===== config.mk =====
export PLATFORM = sky130hd
export DESIGN_NAME = usb_tx
export DESIGN_NICKNAME = d
export VERILOG_FILES = /design/src/rtl/usb_tx.sv
export SDC_FILE = /design/constraint.sdc
export NUM_CORES = 1
export LEC_CHECK = 0
export ABC_AREA = 1
export BUFFER_PORTS_ARGS = -buffer_cell sky130_fd_sc_hd__buf_2
export CAP_MARGIN = 25
export CORE_MARGIN = 8
export CORE_UTILIZATION = 45
export CTS_CLUSTER_DIAMETER = 200
export DETAILED_ROUTE_END_ITERATION = 10
export GPL_TIMING_DRIVEN = 0
export PLACE_DENSITY = 0.71
export SETUP_SLACK_MARGIN = 0.2
export SYNTH_ARGS = -nofsm -noshare
export SYNTH_HDL_FRONTEND = slang
export SYNTH_SLANG_ARGS = --single-unit

===== constraint.sdc =====
create_clock -name clk -period 2.4 [get_ports clk]
set_input_delay 0.12 -clock clk [delete_from_list [all_inputs] [get_ports clk]]
set_output_delay 0.12 -clock clk [all_outputs]
set_load 0.1 [all_outputs]

===== src/rtl/usb_tx.sv =====
// USB full-speed style serial transmitter: SYNC, NRZI with bit stuffing, SE0 EOP and trailing J.
// Optional feature macro USB_TX_CRC16_EN appends a CRC16 to DATA0/DATA1 packets.
module usb_tx #(
   parameter int CLK_FREQ = 48,
   parameter int BIT_FREQ = 12
) (
   input  logic       clk,
   input  logic       rst_n,
   input  logic       wr,
   input  logic [7:0] data,
   input  logic       last,
   output logic       ready,
   output logic       busy,
   output logic       err,
   output logic       usb_p,
   output logic       usb_n,
   output logic       oe
);
   localparam int BIT_CLKS = CLK_FREQ / BIT_FREQ;
   localparam int TW = (BIT_CLKS > 1) ? $clog2(BIT_CLKS) : 1;
   localparam logic [TW-1:0] TIMER_MAX = TW'(BIT_CLKS - 1);

   typedef enum logic [2:0] {IDLE, SYNC, DATA, EOP, JBIT} state_t;

   state_t        state, state_n;
   logic [TW-1:0] timer, timer_n;
   logic [7:0]    hold_data;
   logic          hold_last, hold_full;
   logic [7:0]    sh, sh_n, sh_nx, nb;
   logic          cur_last, cur_last_n;
   logic [3:0]    bit_cnt, bit_cnt_n, cnt_nx;
   logic [2:0]    ones, ones_n, ones_nx;
   logic          stuff, stuff_n;
   logic          level, level_n;
   logic          err_n, xfer, load, send, bit_end, need_stuff;

`ifdef USB_TX_CRC16_EN
   logic [15:0] crc, crc_n;
   logic        crc_en, crc_en_n;
   logic [1:0]  crc_cnt, crc_cnt_n;

   // Reflected form of polynomial 0x8005 so bytes fold in LSB first, matching wire order.
   function automatic logic [15:0] crc_byte(input logic [15:0] c, input logic [7:0] d);
      logic [15:0] r;
      r = c ^ {8'h00, d};
      for (int i = 0; i < 8; i++)
         r = r[0] ? ((r >> 1) ^ 16'hA001) : (r >> 1);
      return r;
   endfunction
`endif

   assign ready = !hold_full && (state != EOP) && (state != JBIT);
   assign xfer  = wr && ready;
   assign oe    = (state != IDLE);
   assign busy  = oe;
   assign usb_p = (state == EOP) ? 1'b0 : ((state == SYNC || state == DATA) ? level : 1'b1);
   assign usb_n = (state == SYNC || state == DATA) ? ~level : 1'b0;
   assign bit_end = (timer == TIMER_MAX);

   always_comb begin
      state_n    = state;
      timer_n    = timer;
      sh_n       = sh;
      cur_last_n = cur_last;
      bit_cnt_n  = bit_cnt;
      ones_n     = ones;
      stuff_n    = stuff;
      level_n    = level;
      err_n      = 1'b0;
      load       = 1'b0;
      send       = 1'b0;
      nb         = hold_data;
      sh_nx      = sh;
      cnt_nx     = bit_cnt;
      ones_nx    = ones;
      need_stuff = 1'b0;
`ifdef USB_TX_CRC16_EN
      crc_n      = crc;
      crc_en_n   = crc_en;
      crc_cnt_n  = crc_cnt;
`endif
      case (state)
         IDLE: begin
            if (xfer || hold_full) begin
               state_n   = SYNC;
               timer_n   = '0;
               sh_n      = 8'h80;
               bit_cnt_n = '0;
               ones_n    = '0;
               stuff_n   = 1'b0;
               level_n   = 1'b0;
            end
         end
         SYNC, DATA: begin
            timer_n = bit_end ? '0 : timer + 1'b1;
            if (bit_end) begin
               if (!stuff) begin
                  ones_nx = sh[0] ? ones + 3'd1 : 3'd0;
                  cnt_nx  = bit_cnt + 4'd1;
                  sh_nx   = {1'b0, sh[7:1]};
               end else begin
                  ones_nx = 3'd0;
               end
               need_stuff = !stuff && (ones_nx == 3'd6);
               sh_n      = sh_nx;
               bit_cnt_n = cnt_nx;
               if (need_stuff) begin
                  stuff_n = 1'b1;
                  ones_n  = 3'd0;
                  level_n = ~level;
               end else if (cnt_nx != 4'd8) begin
                  stuff_n = 1'b0;
                  ones_n  = ones_nx;
                  level_n = sh_nx[0] ? level : ~level;
               end else begin
                  // Byte boundary: pick the next byte to shift out, or finish the packet.
                  stuff_n   = 1'b0;
                  ones_n    = ones_nx;
                  bit_cnt_n = '0;
                  if (state == SYNC || (!cur_last && hold_full)) begin
                     send       = 1'b1;
                     load       = 1'b1;
                     cur_last_n = hold_last;
                  end else if (!cur_last) begin
                     err_n = 1'b1;
                  end
`ifdef USB_TX_CRC16_EN
                  else if (crc_cnt == 2'd1) begin
                     send      = 1'b1;
                     nb        = ~crc[15:8];
                     crc_cnt_n = 2'd2;
                  end else if (crc_cnt == 2'd0 && crc_en) begin
                     send      = 1'b1;
                     nb        = ~crc[7:0];
                     crc_cnt_n = 2'd1;
                  end
                  if (load) begin
                     if (state == SYNC) begin
                        crc_n     = 16'hFFFF;
                        crc_en_n  = (hold_data[3:0] == 4'h3) || (hold_data[3:0] == 4'hB);
                        crc_cnt_n = 2'd0;
                     end else begin
                        crc_n = crc_byte(crc, hold_data);
                     end
                  end
`endif
                  if (send) begin
                     state_n = DATA;
                     sh_n    = nb;
                     level_n = nb[0] ? level : ~level;
                  end else begin
                     state_n = EOP;
                  end
               end
            end
         end
         EOP: begin
            timer_n = bit_end ? '0 : timer + 1'b1;
            if (bit_end) begin
               if (bit_cnt == 4'd1) begin
                  state_n   = JBIT;
                  bit_cnt_n = '0;
               end else begin
                  bit_cnt_n = bit_cnt + 4'd1;
               end
            end
         end
         JBIT: begin
            timer_n = bit_end ? '0 : timer + 1'b1;
            if (bit_end) state_n = IDLE;
         end
         default: state_n = IDLE;
      endcase
   end

   always_ff @(posedge clk or negedge rst_n) begin
      if (!rst_n) begin
         state     <= IDLE;
         timer     <= '0;
         sh        <= '0;
         hold_data <= '0;
         hold_last <= 1'b0;
         hold_full <= 1'b0;
         cur_last  <= 1'b0;
         bit_cnt   <= '0;
         ones      <= '0;
         stuff     <= 1'b0;
         level     <= 1'b1;
         err       <= 1'b0;
      end else begin
         state     <= state_n;
         timer     <= timer_n;
         sh        <= sh_n;
         cur_last  <= cur_last_n;
         bit_cnt   <= bit_cnt_n;
         ones      <= ones_n;
         stuff     <= stuff_n;
         level     <= level_n;
         err       <= err_n;
         if (xfer) begin
            hold_data <= data;
            hold_last <= last;
         end
         hold_full <= (hold_full && !load) || xfer;
      end
   end

`ifdef USB_TX_CRC16_EN
   always_ff @(posedge clk or negedge rst_n) begin
      if (!rst_n) begin
         crc     <= 16'hFFFF;
         crc_en  <= 1'b0;
         crc_cnt <= 2'd0;
      end else begin
         crc     <= crc_n;
         crc_en  <= crc_en_n;
         crc_cnt <= crc_cnt_n;
      end
   end
`endif

endmodule


* After elaboration in Yosys (flattened, before gate mapping)
Index checks and enable logic that the tools add are counted.
** Storage, ports and cells
- Register bits after elaboration :: 34
- Bits of input ports :: 12
- Output and inout bits :: 6
** Cells by class
- Add/subtract/negate cells :: 3
- Equality and inequality tests :: 20
- Multiplexer cells :: 68
- Bitwise operators :: 3
- Reductions and logical operators :: 27
** Operators by type and width (count)
- 2-to-1 mux 8 bit :: 8
- 2-to-1 mux 3 bit :: 14
- 2-to-1 mux 4 bit :: 9
- 2-to-1 mux 1 bit :: 28
- != test 4 bit, second input constant :: 4
- case mux 8 bit (2 select lines) :: 1
- != test 2 bit, second input constant :: 6
- case mux 3 bit (4 select lines) :: 1
- case mux 4 bit (3 select lines) :: 1
- AND reduction 7 bit :: 1
- == test 3 x 2 -> 1 bit, second input constant :: 2
- == test 3 bit, second input constant :: 2
- logical AND 1 bit :: 6
- case mux 3 bit (2 select lines) :: 1
- AND reduction 6 bit :: 1
- nonzero test 3 bit :: 2
- AND reduction 5 bit :: 1
- adder 4 x 1 -> 4 bit, second input constant :: 1
- == test 4 x 1 -> 1 bit, second input constant :: 1
- logical NOT 1 bit :: 4
- logical OR 1 bit :: 4
- 2-to-1 mux 2 bit :: 2
- case mux 1 bit (2 select lines) :: 2
- case mux 2 bit (2 select lines) :: 1
- other kinds (15) :: 18

* Depth between registers and ports, before layout
Gate-level depths: netlist of run 1.
- Depth in word-level cells :: 15
- Gate-level depth with buffers :: 13
- Gate-level depth less buffers :: 13

* Least setup slack after synthesis of run 1
Ideal clock, no wire load.
- Path kind :: register to output
- From :: register state[2]
- To :: output usb_p
- Arrival :: 3.173 ns
- Data required time :: 2.280 ns
- Slack :: -0.893 ns
- Cell stages (with the launch flop) :: 7
- Path through :: dfrtp_1 -> nor2_2 -> nand2_2 -> nand2_4 -> inv_4 -> nor2_1 -> nor2_1
** On the way
- Word-level cells in the longest chain between the ends :: 4
** RTL lines
- start: declaration :: RTL line 25 : state_t state, state_n;
- start signal: assignment :: RTL line 191 : state <= state_n;
- == test 3 x 1 -> 1 bit or == test 3 x 2 -> 1 bit (tied branches) :: RTL line 56 : assign usb_p = (state == EOP) ? 1'b0 : ((state == SYNC || state == DATA) ? level : 1'b1);
- logical OR 1 bit :: RTL line 56
- 2-to-1 mux 1 bit :: RTL line 56
- 2-to-1 mux 1 bit (*) :: RTL line 56
- end: declaration :: RTL line 15 : output logic usb_p,
Every way passes the cells marked *; elsewhere a longest branch is shown, timed or not.

* Worst setup path in the final report of run 1
- From :: register state[2]
- To :: output usb_n
** On the way
- Word-level cells in the longest chain between the ends :: 3
** RTL lines
- == test 3 x 1 -> 1 bit or == test 3 x 2 -> 1 bit (tied branches) :: RTL line 57 : assign usb_n = (state == SYNC || state == DATA) ? ~level : 1'b0;
- logical OR 1 bit (*) :: RTL line 57
- 2-to-1 mux 1 bit (*) :: RTL line 57
- end: declaration :: RTL line 16 : output logic usb_n,
Marks and branches as above.

==> run summary, run 1 <==
Xor/xnor cell area share of the yosys netlist - 0%
Peak VDD IR - 0.343 mV
Final hold violation count - 0
WL/cell - 12.4 microns
Largest net degree at the start of global routing - 35
Post-Route WL - 4490 microns
Starting density of the core - 45.6%
Cell taking the most area after synthesis - dfrtp_1
First-pass GRT wire length - 7980 microns
Commonest non-fill, non-tap cell in the layout - nand2_1
Post-detail-place hpwl - 3320 microns
Worst-Skew Late Latency - 0.29 ns
Adder-cell share of the synthesized area - 2.39%
Antenna violations before repair - 0
Final RePlAce weighted congestion - 0.862
Setup crit start kind - flop
Port bufs - 17
Area contributors post-synth - dfrtp_1 (39%), nand2_1 (14%), nand3_1 (6.9%)
Initial DRT Pass Iterations - 4
Max Cap Viol - 0
Min-delay worst type - in -> reg
Post-route DRC - 0
Clk slew on worst S/H paths - 0.07 ns
CORE AREA - 4600 sq um
Syn Area/Cell - 7.44 sq um
Vias post-DR - 1871
Root buf cell - clkbuf_8
CP arrival - 1.85 ns
#FFs+latches synth - 34
Pre-CTS setup slack - 0.484 ns
Most frequent cells in the layout - nand2_1 (79), dfrtp_1 (33), inv_1 (31)
Clock sink count - 34
Final worst path period need - 1.97 ns
Rows - 25
Worst Hold Launch - data[7]
Synth-to-Final Area Change - 13.0%
Synth unique cells - 31
Logic pwr share - 8.2%
Post-DR vias/cell - 5.17
Post-route ant nets - 0
Setup violators final - 0
Iter 0 DRT Violations - 135
EDFF count, synth - 0
Outcome - finished, final reports clean
Slew of the pin with the lowest slew margin - 0.758 ns
Syn. warnings - 0
Syn_nets - 298
Net Sw Power - 293 uW
Tcrit/Tclk final - 82.1%
Critical path capture point type - output pin
RR Startpoint - bit_cnt[1]$_DFFE_PN0P_
Fillers - 430
Final Slew Violations - 0
Net Sw Frac - 25.1%
Post-Synth Simple-Gate Area - 34.9%
Reg power frac - 53.6%
RSZ-0062 raised after global routing - false
CTS Buf Count - 5
Crit Path Max Fanout - 9
Largest family of logic cells by synthesized area - simple AND/OR/NAND/NOR gates
Ant. Diodes - 0
TritonCTS clock tree - done
CP startpoint - state[2]$_DFFE_PN0P_
Fmax - 508 MHz
Setup ws final - 0.431 ns
Asr flop ratio synth - 100%
Setup TNS - 0 ns
Normalized max-slew margin - 49.5%
Compound-Gate Fraction of Synth Area - 12.4%
Total power - 1.17 mW
Resized Gates After CTS - 0
Clock share of power - 38.2%
Pint - 873 uW
Kind of critical path - reg -> out
# nets final - 323
Vias in the first global route - 1851
H-tree levels - 2
Post-synthesis mux area share - 0.537%
Mapped Cells - 282
Critical Path RT - 2.28 ns
Share of Yosys cell area claimed by the top area cell type - 39.4%
Share of cells above drive strength 1 - 20.5%
Postcts setup bufs - 0
Skew final - 0.00788 ns
DIE HEIGHT - 84.3 microns
Total grt overflow - 0
Ys flop type - dfrtp_1
Leak - 1.26 nW
Post-synthesis sequential area ratio - 40.6%
Ports - 18
Die Footprint - 7100 sq um
Pwr Density - 492 nW/um^2
Chip Width - 84.3 microns
Total GRT Usage - 13.5%
Post-Syn Area - 2100 sq um
CTS Buffer Depth - 2
-- synth_stat cells, types with 2 or more instances --
| cell | count |
|---|---|
| nor2_1 | 19 |
| o22ai_1 | 4 |
| nor2_4 | 4 |
| ha_1 | 4 |
| inv_1 | 31 |
| nor2_2 | 2 |
| o21ai_1 | 12 |
| a21oi_1 | 11 |
| nand4_1 | 4 |
| nand3_2 | 5 |
| nand2_2 | 6 |
| nand2_1 | 79 |
| o21ai_0 | 15 |
| buf_4 | 3 |
| inv_2 | 7 |
| dfrtp_1 | 33 |
| nand3_1 | 29 |
-- worst max-delay path, stage by stage, from the launching register on --
cell and delay [ns]:
dfrtp_1 0.45, nor2_2 0.21, nand2_2 0.09, nand2_4 0.15, inv_4 0.10, nor2_4 0.11
buf_2 0.44
-- power groups by stage --
stage,sequential [mW],clock [mW],combinational (mW)
6_report,0.625,0.446,0.0957
5_1_grt,0.627,0.480,0.108
4_1_cts,0.625,0.458,0.0969
3_5_place_dp,0.636,0,0.0955
3_3_place_gp,0.634,0,0.0928
2_1_floorplan,0.632,0,0.0618
-- layout make-up --
cell class | count | area [sq um] | share of cell area (%)
plain buffers | 6 | 42.5 | 1.80
clock inverters | 2 | 12.5 | 0.528
well taps | 54 | 67.6 | 2.85
flip-flops and latches | 34 | 852 | 36.0
multi-input cells | 203 | 1070 | 45.1
clock buffers | 6 | 82.6 | 3.48
repair buffers | 18 | 95.1 | 4.01
inverters | 39 | 149 | 6.28
-- worst paths after layout --
| check | to | slack, ns | cells past startpoint |
|---|---|---|---|
| max in group asynchronous | hold_data[1]$_DFFE_PN0P_ | 1.47 | 2 |
| max reg2reg | sh[3]$_DFFE_PN0P_ | 0.46 | 10 |
| min | hold_data[7]$_DFFE_PN0P_ | 0.04 | 2 |
| min reg2reg | err$_DFF_PN0_ | 0.48 | 1 |
| min in group asynchronous | bit_cnt[3]$_DFFE_PN0P_ | 0.44 | 2 |
| max | usb_n | 0.43 | 6 |
-- per-layer routing --
layer / vias up / global-route usage, % / routed length, microns
li1: 961 / - / -
met1: 873 / 16.5 / 2190
met2: 30 / 21.6 / 2070
met3: 7 / 2.52 / 131
met4: 0 / 7.69 / 96
met5: - / 0 / 0
-- cells by family after synthesis --
logic type               Yosys count
AND/OR/NAND/NOR                  152
adder cells (fa/ha/maj)            4
multiplexers                       1
flip-flops                        34
buffers and inverters             45
AO/OA/AOI/OAI                     46
-- flip-flops by register name (all words and copies together) (netlist names) --
register	cells
hold_last	1
hold_full	1
err	1
ones	3
stuff	1
hold_data	8
timer	2
cur_last	1
sh	8
level	1
bit_cnt	4
state	3
-- what timing repair did --
action	in CTS	in global routing
endpoints found under the hold margin	33	0
hold buffers	1	0
endpoints found under the setup margin	0	0
-- per-stage QoR --
step	util [%]	hold WS (ns)	area (sq um)	instances
after floorplan	-	-0.176	2110	282
final	51.5	0.0393	2370	362
after global placement	49.3	0.241	2260	353
after global routing	51.5	0.0338	2370	362
after detailed placement	49.3	0.239	2260	353
after CTS	51.5	0.0286	2370	362
No activity file was read; power rests on OpenSTA's default activity.
==> run 2: changes to the inputs <==
- PLACE_DENSITY: 0.71 -> 0.73
- clock period: 2.4 -> 1.7 ns (I/O delays scaled with it)
==> run 2 against run 1 <==
Compared with the run above:
- the flow now finishes with violations (setup timing)
- count of clock-buffer cells in the layout did not move
- sequential share of layout area shrank 11 points
- die area did not move
- hold slack got worse by 0.012 ns
- non-clock buffer count grew 50
- global-route usage increased by 2.7 points
- sequential power grew 42%
- routed wire length is 63% higher
- highest routed layer unchanged
==> run summary, run 2 (same netlist as run 1, synthesis figures left out) <==
Top Registers - hold_data (8), sh (8), bit_cnt (4)
DIE HEIGHT - 84.3 microns (unchanged)
Setup ws final - -0.0874 ns (-0.518 ns)
Normalized max-slew margin - 46.8% (-2.7 points)
Logic pwr share - 9.6% (+1.4 points)
Outcome - finished, violations left
Net Sw Power - 457 uW (+56%)
Setup violators final - 15 (+15)
Root buf cell - clkbuf_8
# nets final - 374 (+16%)
Worst-Skew Late Latency - 0.30 ns (about the same)
Total grt overflow - 0 (unchanged)
Slew of the pin with the lowest slew margin - 0.798 ns (+0.0404 ns)
TritonCTS clock tree - done
Post-route DRC - 0 (unchanged)
Most frequent CP cell - nand2_1
Pint - 1.39 mW (+60%)
CP Cell Sequence - inv_6 > nand2_1 > nand2_2 > inv_2 > nor2_4 > nand2_2 > nor2_4 > buf_12 > buf_12 > nand4_4 > nand2_1 > nand2_1
Final Slew Violations - 0 (unchanged)
Post-route ant nets - 0 (unchanged)
Post-detail-place hpwl - 3390 microns (+2.1%)
Pwr Density - 546 nW/um^2 (+11%)
Final instance area - 3390 sq um (+43%)
Reg power frac - 47.9% (-5.7 points)
Kind of critical path - reg -> reg
Rows - 25 (unchanged)
Final RePlAce weighted congestion - 0.874 (+1.3%)
Leak - 1.64 nW (+30%)
Post-Route WL - 7300 microns (+63%)
CTS Buffer Depth - 2 (unchanged)
Commonest non-fill, non-tap cell in the layout - nand2_1
Peak VDD IR - 0.580 mV (+69%)
Net Sw Frac - 24.7% (-0.44 points)
Ant. Diodes - 0 (unchanged)
Initial DRT Pass Iterations - 5 (+1)
Largest net degree at the start of global routing - 35 (unchanged)
Post-DR vias/cell - 5.63 (+8.9%)
Min-delay worst type - in -> reg
Clock share of power - 42.4% (+4.2 points)
Failing checks - setup timing
Max Cap Viol - 0 (unchanged)
RSZ-0062 raised after global routing - true
Vias in the first global route - 2034 (+9.9%)
H-tree levels - 2 (unchanged)
Starting density of the core - 45.6% (unchanged)
Crit-path max cell delay - 0.49 ns (+0.04 ns)
Setup TNS - -0.640 ns (-0.640 ns)
Tcrit/Tclk final - 105%
CORE AREA - 4600 sq um (unchanged)
Total power - 1.85 mW (+59%)
Most frequent cells in the layout - nand2_1 (58), buf_4 (39), dfrtp_1 (27)
Die Footprint - 7100 sq um (unchanged)
Final worst path period need - 1.79 ns
Setup crit start kind - flop
Post-place instance area - 2380 sq um (+5.1%)
Port bufs - 17 (unchanged)
CP arrival - 1.97 ns (+0.12 ns)
Chip Width - 84.3 microns (unchanged)
Critical Path RT - 1.88 ns (-0.40 ns)
Antenna violations before repair - 0 (unchanged)
Crit Path Max Fanout - 10 (+1)
Total GRT Usage - 16.2% (+2.7 points)
Share of cells above drive strength 1 - 51.7% (+31 points)
WL/cell - 17.7 microns (+43%)
Synth-to-Final Area Change - 61.7%
Pre-CTS setup slack - -0.0967 ns (-0.580 ns)
Iter 0 DRT Violations - 251 (+86%)
CTS Buf Count - 5 (unchanged)
Critical path capture point type - flop
First-pass GRT wire length - 9400 microns (+18%)
Clock sink count - 34 (unchanged)
Vias post-DR - 2318 (+24%)
Clk slew on worst S/H paths - 0.07 ns (about the same)
Skew final - 0.00779 ns (-0.0000907 ns)
Final hold violation count - 0 (unchanged)
Slowest CP cell - dfrtp_2
Ports - 18 (unchanged)
Fmax - 559 MHz
==> run 2: timing repair <==
| action | in CTS | in global routing |
|---|---|---|
| hold buffers | 1 | 0 |
| endpoints found under the hold margin | 33 | 0 |
| resized for setup | 41 | 70 |
| endpoints found under the setup margin | 25 | 36 |
| setup buffers | 24 | 24 |
| cloned | 2 | 1 |
| pin swaps | 21 | 33 |
==> run 2: worst paths after layout <==
kind / startpoint / to / slack, ns / cells after the start
min in group asynchronous: rst_n / sh[2]$_DFFE_PN0P_ / 0.41 / 2
min reg2reg: cur_last$_DFFE_PN0P_ / err$_DFF_PN0_ / 0.50 / 1
min: data[7] / hold_data[7]$_DFFE_PN0P_ / 0.03 / 2
max in group asynchronous: rst_n / bit_cnt[0]$_DFFE_PN0P_ / 0.73 / 2
max: stuff$_DFFE_PN0P_ / hold_full$_DFF_PN0_ / -0.09 / 12
max reg2reg: stuff$_DFFE_PN0P_ / hold_full$_DFF_PN0_ / -0.09 / 12
==> run 2: critical path: cells and delay by family (launching register included) <==
family / cells / cell delay (ns)
AND/OR/NAND/NOR: 8 / 0.73
flip-flops: 1 / 0.49
buffers and inverters: 4 / 0.46
==> run 2: per-layer routing <==
metal / GRT usage, % / routed length (microns) / part of all wire, %
met1: 20.0 / 2890 / 40
met2: 26.0 / 3660 / 50
met3: 3.78 / 395 / 5.4
met4: 7.38 / 358 / 4.9
met5: 0 / 0 / 0
==> run 2: per-stage QoR <==
step	std cells	utilization, %	hold WS, ns
global placement	353	51.8	0.211
global route	412	73.7	0.0233
floorplan	282	-	-0.211
detailed placement	353	51.8	0.218
CTS	387	62.9	0.0254
finish	412	73.7	0.0269
==> run 2: layout make-up <==
cell class,instances,area [sq um]
multi-input cells,204,1470
flip-flops and latches,34,860
well taps,54,67.6
clock buffers,6,82.6
repair buffers,68,642
inverters,39,169
plain buffers,6,73.8
clock inverters,1,30.0
fillers,301,1210
==> run 2: power groups by stage <==
stage / Sequential [mW] / Clock, mW / Combinational [mW]
6_report: 0.887 / 0.786 / 0.178
5_1_grt: 0.890 / 0.825 / 0.198
4_1_cts: 0.884 / 0.790 / 0.161
3_5_place_dp: 0.899 / 0 / 0.152
3_3_place_gp: 0.895 / 0 / 0.146
2_1_floorplan: 0.893 / 0 / 0.103
